===== src/rtl/ps2_rx_ctrl.sv =====
// PS/2 keyboard receiver: pin sync/filter, 11-bit frame deserialiser, E0/F0 prefix decode, 32-bit key word.
// Optional feature: define PS2_RX_TYPEMATIC_FILTER_EN to drop repeated make codes (keyboard auto-repeat).
module ps2_rx_ctrl #(
  parameter int SYNC_STAGES    = 2,
  parameter int FILTER_LEN     = 4,
  parameter int TIMEOUT_CYCLES = 50000
) (
  input  logic        clk,
  input  logic        reset,
  input  logic        ps2Clk,
  input  logic        ps2Data,
  input  logic        rdAck,
  output logic [31:0] keyData,
  output logic        frameErr
);

  localparam int FCW = $clog2(FILTER_LEN + 1);
  localparam int TCW = $clog2(TIMEOUT_CYCLES + 1);

  typedef enum logic [1:0] {IDLE, DATA, PARITY, STOP} state_e;

  state_e state, state_n;

  logic [SYNC_STAGES-1:0] clk_sync, dat_sync;
  logic                   s_clk, s_dat;
  logic                   filt;
  logic [FCW-1:0]         fcnt;
  logic                   fall;

  logic [2:0]             bitcnt;
  logic [7:0]             shreg;
  logic                   par;
  logic [TCW-1:0]         tcnt;

  logic                   stop_ok, stop_bad, tmo;
  logic                   ext, brk;
  logic                   is_e0, is_f0, drop, post;

  logic                   kvalid, kovr, krel, kext;
  logic [7:0]             kcode;

  // Synchronisers preload to 1 so the bus reads as idle out of reset.
  always_ff @(posedge clk) begin
    if (reset) begin
      clk_sync <= '1;
      dat_sync <= '1;
    end else begin
      clk_sync <= {clk_sync[SYNC_STAGES-2:0], ps2Clk};
      dat_sync <= {dat_sync[SYNC_STAGES-2:0], ps2Data};
    end
  end

  assign s_clk = clk_sync[SYNC_STAGES-1];
  assign s_dat = dat_sync[SYNC_STAGES-1];

  // Filtered clock flips once FILTER_LEN consecutive samples disagree with it.
  always_ff @(posedge clk) begin
    if (reset) begin
      filt <= 1'b1;
      fcnt <= '0;
    end else if (s_clk == filt) begin
      fcnt <= '0;
    end else if (fcnt == FCW'(FILTER_LEN - 1)) begin
      filt <= s_clk;
      fcnt <= '0;
    end else begin
      fcnt <= fcnt + 1'b1;
    end
  end

  // Asserted in the cycle the filtered clock is about to drop to 0.
  assign fall = filt & ~s_clk & (fcnt == FCW'(FILTER_LEN - 1));

  always_ff @(posedge clk) begin
    if (reset) state <= IDLE;
    else       state <= state_n;
  end

  always_comb begin
    state_n  = state;
    stop_ok  = 1'b0;
    stop_bad = 1'b0;
    tmo      = 1'b0;
    if (fall) begin
      case (state)
        IDLE:    if (!s_dat) state_n = DATA;
        DATA:    if (bitcnt == 3'd7) state_n = PARITY;
        PARITY:  state_n = STOP;
        STOP: begin
          state_n = IDLE;
          if (s_dat && par) stop_ok  = 1'b1;
          else              stop_bad = 1'b1;
        end
        default: state_n = IDLE;
      endcase
    end else if (state != IDLE && tcnt == TCW'(TIMEOUT_CYCLES)) begin
      tmo     = 1'b1;
      state_n = IDLE;
    end
  end

  // par accumulates data and parity bits; 1 means an odd count of ones.
  always_ff @(posedge clk) begin
    if (reset) begin
      bitcnt <= '0;
      shreg  <= '0;
      par    <= 1'b0;
    end else if (fall) begin
      case (state)
        IDLE: begin
          bitcnt <= '0;
          par    <= 1'b0;
        end
        DATA: begin
          shreg <= {s_dat, shreg[7:1]};
          par   <= par ^ s_dat;
          if (bitcnt != 3'd7) bitcnt <= bitcnt + 3'd1;
        end
        PARITY:  par <= par ^ s_dat;
        default: ;
      endcase
    end
  end

  always_ff @(posedge clk) begin
    if (reset || fall || state == IDLE) tcnt <= '0;
    else if (tcnt != TCW'(TIMEOUT_CYCLES)) tcnt <= tcnt + 1'b1;
  end

  assign is_e0 = (shreg == 8'hE0);
  assign is_f0 = (shreg == 8'hF0);

`ifdef PS2_RX_TYPEMATIC_FILTER_EN
  logic [8:0] last_make;

  assign drop = ~brk & ({ext, shreg} == last_make);

  always_ff @(posedge clk) begin
    if (reset) begin
      last_make <= 9'h1FF;
    end else if (stop_ok && !is_e0 && !is_f0) begin
      if (brk) begin
        if ({ext, shreg} == last_make) last_make <= 9'h1FF;
      end else begin
        last_make <= {ext, shreg};
      end
    end
  end
`else
  assign drop = 1'b0;
`endif

  assign post = stop_ok & ~is_e0 & ~is_f0 & ~drop;

  always_ff @(posedge clk) begin
    if (reset) begin
      ext <= 1'b0;
      brk <= 1'b0;
    end else if (stop_bad || tmo) begin
      ext <= 1'b0;
      brk <= 1'b0;
    end else if (stop_ok) begin
      if (is_e0) begin
        ext <= 1'b1;
      end else if (is_f0) begin
        brk <= 1'b1;
      end else begin
        ext <= 1'b0;
        brk <= 1'b0;
      end
    end
  end

  // A post in the same cycle as rdAck wins; overrun only when the old word is left unread.
  always_ff @(posedge clk) begin
    if (reset) begin
      kvalid <= 1'b0;
      kovr   <= 1'b0;
      krel   <= 1'b0;
      kext   <= 1'b0;
      kcode  <= '0;
    end else if (post) begin
      kvalid <= 1'b1;
      kovr   <= kvalid & ~rdAck;
      krel   <= brk;
      kext   <= ext;
      kcode  <= shreg;
    end else if (rdAck && kvalid) begin
      kvalid <= 1'b0;
      kovr   <= 1'b0;
    end
  end

  always_ff @(posedge clk) begin
    if (reset) frameErr <= 1'b0;
    else       frameErr <= stop_bad | tmo;
  end

  assign keyData = {kvalid, kovr, 20'b0, krel, kext, kcode};

endmodule


===== config.mk =====
export PLATFORM = sky130hd
export DESIGN_NAME = ps2_rx_ctrl
export DESIGN_NICKNAME = d
export VERILOG_FILES = /design/src/rtl/ps2_rx_ctrl.sv
export SDC_FILE = /design/constraint.sdc
export NUM_CORES = 1
export LEC_CHECK = 0
export BUFFER_PORTS_ARGS = -buffer_cell sky130_fd_sc_hd__buf_2
export CORE_MARGIN = 2
export CORE_UTILIZATION = 45
export CTS_CLUSTER_DIAMETER = 100
export DETAILED_ROUTE_END_ITERATION = 10
export PLACE_DENSITY = 0.73
export SYNTH_ARGS = -nofsm -noshare
export SYNTH_HDL_FRONTEND = slang
export SYNTH_SLANG_ARGS = --single-unit

===== constraint.sdc =====
create_clock -name clk -period 2.9 [get_ports clk]
set_input_delay 0.145 -clock clk [delete_from_list [all_inputs] [get_ports clk]]
set_output_delay 0.145 -clock clk [all_outputs]
set_load 0.01 [all_outputs]

==> results of run 1 <==
## flip-flops by register name, indices dropped and copies added, names as in the netlist
signal / flops
bitcnt: 3
brk: 1
clk_sync: 2
dat_sync: 2
ext: 1
fcnt: 3
filt: 1
frameErr: 1
kcode: 8
kext: 1
kovr: 1
krel: 1
kvalid: 1
par: 1
shreg: 8
state: 2
tcnt: 16
## worst max path at each step
stage / slack [ns] / from / to / cells after the start
2_1_floorplan: 0.84 / fcnt[0]$_SDFF_PP0_ / tcnt[9]$_SDFFE_PP0P_ / 8
3_3_place_gp: 0.71 / fcnt[0]$_SDFF_PP0_ / tcnt[9]$_SDFFE_PP0P_ / 6
3_5_place_dp: 0.67 / fcnt[0]$_SDFF_PP0_ / tcnt[9]$_SDFFE_PP0P_ / 6
4_1_cts: 0.66 / fcnt[0]$_SDFF_PP0_ / tcnt[9]$_SDFFE_PP0P_ / 6
5_1_grt: 0.54 / fcnt[0]$_SDFF_PP0_ / tcnt[9]$_SDFFE_PP0P_ / 6
6_report: 0.67 / fcnt[0]$_SDFF_PP0_ / tcnt[9]$_SDFFE_PP0P_ / 6
## cell usage after synthesis (5+ instances only)
cell type	instances
buf_4	24
inv_1	10
nand4_1	5
nor3_1	6
mux2i_1	17
a21oi_1	15
nor2_1	28
ha_1	13
nand3_1	10
clkbuf_1	7
or4_1	5
xor2_1	6
dfxtp_1	53
nand2_1	15
## through the flow
stage	instances	setup WS, ns	power, W
after CTS	356	0.659	0.00120
after detailed placement	348	0.666	0.000778
after floorplan	293	0.836	0.000792
after global placement	348	0.707	0.000777
after global routing	356	0.544	0.00124
final	356	0.665	0.00119
## cells by family after synthesis
kind of cell | count (synthesis)
AOI/OAI and AO/OA | 35
adders and majority gates | 13
and+or+nand+nor | 102
xor gates and xnor gates | 8
muxes | 17
other | 1
buffers and inverters | 45
DFF | 53
## layout make-up
cell class	instances	area share, %
Clock buffer	5	2.61
Clock inverter	3	0.950
Inverter	10	1.42
Multi-Input combinational cell	195	47.8
Sequential cell	53	40.3
Tap cell	72	3.42
Timing Repair Buffer	18	3.51
## per-layer routing
metal / track usage, % / part of all wire [%] / up-vias
met3: 3.41 / 3.8 / 5
met5: 0 / 0 / -
met2: 24.2 / 47 / 36
met1: 18.2 / 48 / 834
met4: 6.03 / 1.1 / 0
li1: - / - / 939
## worst register-to-register path, delay by kind of cell, from the launching register on
family / cells / cell delay [ns]
adder cells (fa/ha/maj): 2 / 0.46
flip-flops: 1 / 0.32
AND/OR/NAND/NOR: 4 / 1.41
## report_power, final
part           switching (W)   total, W  internal (W)  leakage (nW)
sequential        0.00000101   0.000731      0.000730         0.428
clock               0.000248   0.000424      0.000176        0.0452
combinational      0.0000237  0.0000297    0.00000604         0.571
==> out/qor.yml, run 1 <==
antenna_cells: 0
num-fill-cells: 522
ys_types: 46
crit_chain: "ha_1 -> ha_1 -> and2_4 -> or3_1 -> or4_1 -> nand2_1"
grt_pass1_vias: 1727
io_buffers: 17
drt_first_pass_iters: 4
cpLargestDelayFamily: "simple AND/OR/NAND/NOR gates"
ir_drop_mv: 0.275
min_path_cells: 2
endpoint_kind: "flop"
yosysSeqAreaShare_pct: 42.1
synth_compound_area_share_pct: 8.79
cap_violations: 0
worstHoldEndpoint: "dat_sync[0]$_SDFF_PP1_"
hpwl_mm: 3.13
place_congestion: 0.835
postCtsHoldBufs: 0
rr_worst_depth: 6
grt_antenna_before_repair: 0
yosysWarnings: 0
synthArstFlopShare_pct: 0
slew-limit-headroom_pct: 61.1
cts_tree: "yes"
drive_above_1_share_pct: 12.3
vias_per_cell: 5.10
rsz0062_at_grt: "no"
seq_area_um2: 1060
rr_endpoint: "tcnt[9]$_SDFFE_PP0P_"
cp-start-kind: "flop"
ctsResizeCount: 0
max_freq_ghz: 0.448
design_area_um2: 2640
grt_max_degree: 35
routedWlPerCell_um: 12.1
synth_mux_area_share_pct: 6.75
fin_nets: 301
synthAdderAreaFrac_pct: 6.45
clock-sinks: 53
synth_top_family_by_area: "simple AND/OR/NAND/NOR gates"
yosysTopAreaCellShare_pct: 42.1
drtIter0Drc: 116
die_w_um: 78.8
synth_seq_cells: 53
fin_crit_sh_pct: 77.1
powerDensity_nw_per_um2: 450
core_area_um2: 5470
cts_setup_buffers: 0
synth-xor-area-share_pct: 2.78
cts_made_buffers: 5
tightestPinTransition_ns: 0.583
synth_area_leaders: "dfxtp_1 (42%), buf_4 (7.1%), mux2i_1 (6.8%), ha_1 (6.5%), nor2_1 (4.2%)"
area_delta_synth_final_pct: 4.57
num_vias: 1814
clkLatencyLatePin_ns: 0.31
hold_class: "in2reg"
final_common_cell: "dfxtp_1"
synth_cells: 274
required_ns: 3.16
syn-cell-area_um2: 2520
critPathKind: "reg2reg"
cpMaxStageDelayCell: "or4_1"
overflow: 0
synth_area_leader_cell: "dfxtp_1"
cts_root_buffer: "clkbuf_8"
clkTransAtPathRegs_ns: 0.10
post-route-drc-count: 0
rows: 27
die_area_um2: 6210
cp_max_fo: 16
synth_flop_cell: "dfxtp_1"
synth_edf_count: 0
timing.final.hold_violations: 0
syn_area_per_cell_um2: 9.20
drv_slew: 0
initial_utilization_pct: 46.0
placedInstanceArea_um2: 2540
r2r-start: "fcnt[0]$_SDFF_PP0_"
setup_tns_ns: 0
post-route-util_pct: 48.1
grt_usage_pct: 14.6
final_antenna_net_count: 0
grt_pass1_wl_mm: 7.37
min_from: "ps2Data"
setup_viol: 0
wirelength_mm: 4.30
r2r_slack_ns: 0.67
cp_num_buf_inv: 0
leakagePower_nw: 1.04
worst_hold_slack_ns: 0.0210
status: "finished clean"
path_common_cell: "ha_1"
fin_crit_ns: 2.23
cp.arrival_ns: 2.50
num_io_pins: 38
clock_path_buffers: 2
critPathMaxStageDelay_ns: 0.57
final_cell_mix: "dfxtp_1 (53), nor2_1 (28), conb_1 (20), mux2i_1 (17), buf_2 (17)"
fp.dieH_um: 78.8
synthSimpleGateAreaFrac_pct: 22.2
clock_skew_ns: 0.0126
htreeDepth: 2
multi_input_area_um2: 1260
No activity file was read; power rests on OpenSTA's default activity.
==> inputs of run 2 (changes only) <==
--- a/config.mk
+++ b/config.mk
@@ -10,7 +10,7 @@
 export CORE_UTILIZATION = 45
 export CTS_CLUSTER_DIAMETER = 100
 export DETAILED_ROUTE_END_ITERATION = 10
-export PLACE_DENSITY = 0.73
+export PLACE_DENSITY = 0.76
 export SYNTH_ARGS = -nofsm -noshare
 export SYNTH_HDL_FRONTEND = slang
 export SYNTH_SLANG_ARGS = --single-unit
==> constraint.sdc (replaced) <==
create_clock -name clk -period 2 [get_ports clk]
set_input_delay 0.1 -clock clk [delete_from_list [all_inputs] [get_ports clk]]
set_output_delay 0.1 -clock clk [all_outputs]
set_load 0.01 [all_outputs]
==> run 2 against run 1 <==
Against the previous run:
- non-clock buffer count is 10 higher
- wire length up 3.7%
- clock skew decreased by 0.0059 ns
- total power is 64% higher
- critical endpoint unchanged
- largest cell class unchanged
==> out/qor.yml, run 2 (synthesis results as in run 1) <==
cpMaxStageDelayCell: "or4_1"
crit_end: "tcnt[9]$_SDFFE_PP0P_"
die_area_um2: 6210  # unchanged
min_from: "reset"
cpLargestDelayFamily: "simple AND/OR/NAND/NOR gates"
rr_endpoint: "tcnt[9]$_SDFFE_PP0P_"
cts_root_buffer: "clkbuf_8"
cp_max_fo: 9  # -7
final_cell_mix: "dfxtp_1 (53), nor2_1 (28), conb_1 (20), mux2i_1 (17), buf_2 (17)"
cp-startpoint: "fcnt[0]$_SDFF_PP0_"
rsz0062_at_grt: "no"
required_ns: 2.26  # -0.90 ns
crit_chain: "ha_2 -> ha_4 -> and2_4 -> or3_1 -> or4_1 -> nand2_1"
grt_busiest_layer: "met2"
cts_setup_buffers: 0  # unchanged
clock_skew_ns: 0.00667  # -0.00589 ns
cp-start-kind: "flop"
antenna_cells: 0  # unchanged
leakagePower_nw: 1.11  # +6.3%
drtIter0Drc: 71  # -39%
clkLatencyLatePin_ns: 0.31  # about the same
cp_num_buf_inv: 0  # unchanged
clock-sinks: 53  # unchanged
setup_viol: 0  # unchanged
critPathMaxStageDelay_ns: 0.51  # -0.06 ns
grt_usage_pct: 15.6  # +1.0 points
multi_input_area_um2: 1270  # +1.2%
htreeDepth: 2  # unchanged
grt_pass1_vias: 1785  # +3.4%
num_io_pins: 38  # unchanged
io_buffers: 17  # unchanged
setup_tns_ns: 0  # unchanged
die_w_um: 78.8  # unchanged
r2r_slack_ns: 0.17  # -0.50 ns
min_path_cells: 2  # unchanged
cp.arrival_ns: 2.10  # -0.40 ns
cts_tree: "yes"
status: "finished clean"
seq_area_um2: 1060  # unchanged
grt_antenna_before_repair: 0  # unchanged
wirelength_mm: 4.46  # +3.7%
timing.final.hold_violations: 0  # unchanged
routedWlPerCell_um: 12.2  # +0.89%
num_vias: 1839  # +1.4%
cap_violations: 0  # unchanged
reg_top3: "tcnt (16), kcode (8), shreg (8)"
fp.dieH_um: 78.8  # unchanged
postCtsHoldBufs: 3  # +3
cts_made_buffers: 5  # unchanged
fin_nets: 311  # +3.3%
worst_hold_slack_ns: 0.105  # +0.0842 ns
ir_drop_mv: 0.324  # +18%
core_area_um2: 5470  # unchanged
critPathKind: "reg2reg"
overflow: 0  # unchanged
rr_worst_depth: 6  # unchanged
powerDensity_nw_per_um2: 702  # +56%
ctsResizeCount: 0  # unchanged
groute.layer.met2.usage_pct: 26.4  # +2.2 points
drv_slew: 0  # unchanged
area_delta_synth_final_pct: 10.0
path_depth: 6  # unchanged
endpoint_kind: "flop"
final_common_cell: "dfxtp_1"
post-route-drc-count: 0  # unchanged
num-fill-cells: 545  # +4.4%
final_antenna_net_count: 0  # unchanged
vias_per_cell: 5.02  # -1.4%
place_congestion: 0.819  # -1.9%
initial_utilization_pct: 46.0  # unchanged
drive_above_1_share_pct: 15.0  # +2.6 points
largest_reg_flops: 16  # unchanged
hold_class: "in2reg"
regMostFlops: "tcnt"
grt_pass1_wl_mm: 7.80  # +5.8%
drt_first_pass_iters: 4  # unchanged
hpwl_mm: 3.29  # +5.3%
fin_crit_sh_pct: 91.7  # +15 points
rows: 27  # unchanged
met3_usage_pct: 4.09  # +0.68 points
grt_use_met1_pct: 19.1  # +0.90 points
r2r-start: "fcnt[0]$_SDFF_PP0_"
clock_path_buffers: 2  # unchanged
clkTransAtPathRegs_ns: 0.09  # about the same
max_freq_ghz: 0.545  # +22%
fin_crit_ns: 1.83  # -0.401 ns
grt_max_degree: 26  # -26%
## run 2: cell types whose count changed in the layout (fill, tap and decap cells not counted), moves of 2 or more
cell           change
buf_4              +7
dlygate4sd3_1      +3
bufinv_16          +2
ha_1               -2
inv_6              -2
## run 2: layout make-up
| cell class | instances | share of cell area [%] |
|---|---|---|
| multi-input combinational | 195 | 46.0 |
| sequential | 53 | 38.3 |
| tap | 72 | 3.25 |
| clock inverter | 3 | 2.35 |
| clock buffer | 5 | 2.48 |
| inverter | 10 | 1.35 |
| timing repair buffer | 28 | 6.32 |
## run 2: power by group
part	switching (W)	internal [W]
Clock	0.000340	0.000497
Sequential	0.00000176	0.00106
Combinational	0.0000361	0.0000140
## run 2: stage by stage
stage          utilization (%)  power [W]  cell area (um2)  setup slack [ns]  std cells
6_report                  50.7    0.00195             2770             0.166        366
5_1_grt                   50.7    0.00203             2770            0.0528        366
4_1_cts                   50.7    0.00198             2770             0.164        366
3_5_place_dp              47.7    0.00113             2610             0.179        355
3_3_place_gp              47.7    0.00113             2610             0.208        355
2_1_floorplan                -    0.00115             2610            0.0320        293
## run 2: worst min-delay path by stage
stage                     slack, ns                      to
final                          0.11  bitcnt[0]$_SDFFE_PP0P_
after global routing           0.09  bitcnt[2]$_SDFFE_PP0P_
after CTS                      0.09  bitcnt[2]$_SDFFE_PP0P_
after detailed placement       0.29  clk_sync[0]$_SDFF_PP1_
after global placement         0.29  clk_sync[0]$_SDFF_PP1_
after floorplan                0.20       kovr$_SDFFE_PP0P_
## run 2: layer usage
metal | up-vias | routed length [um]
met5 | - | 0
met4 | 0 | 58
met3 | 6 | 160
met2 | 27 | 2110
met1 | 849 | 2130
li1 | 957 | -
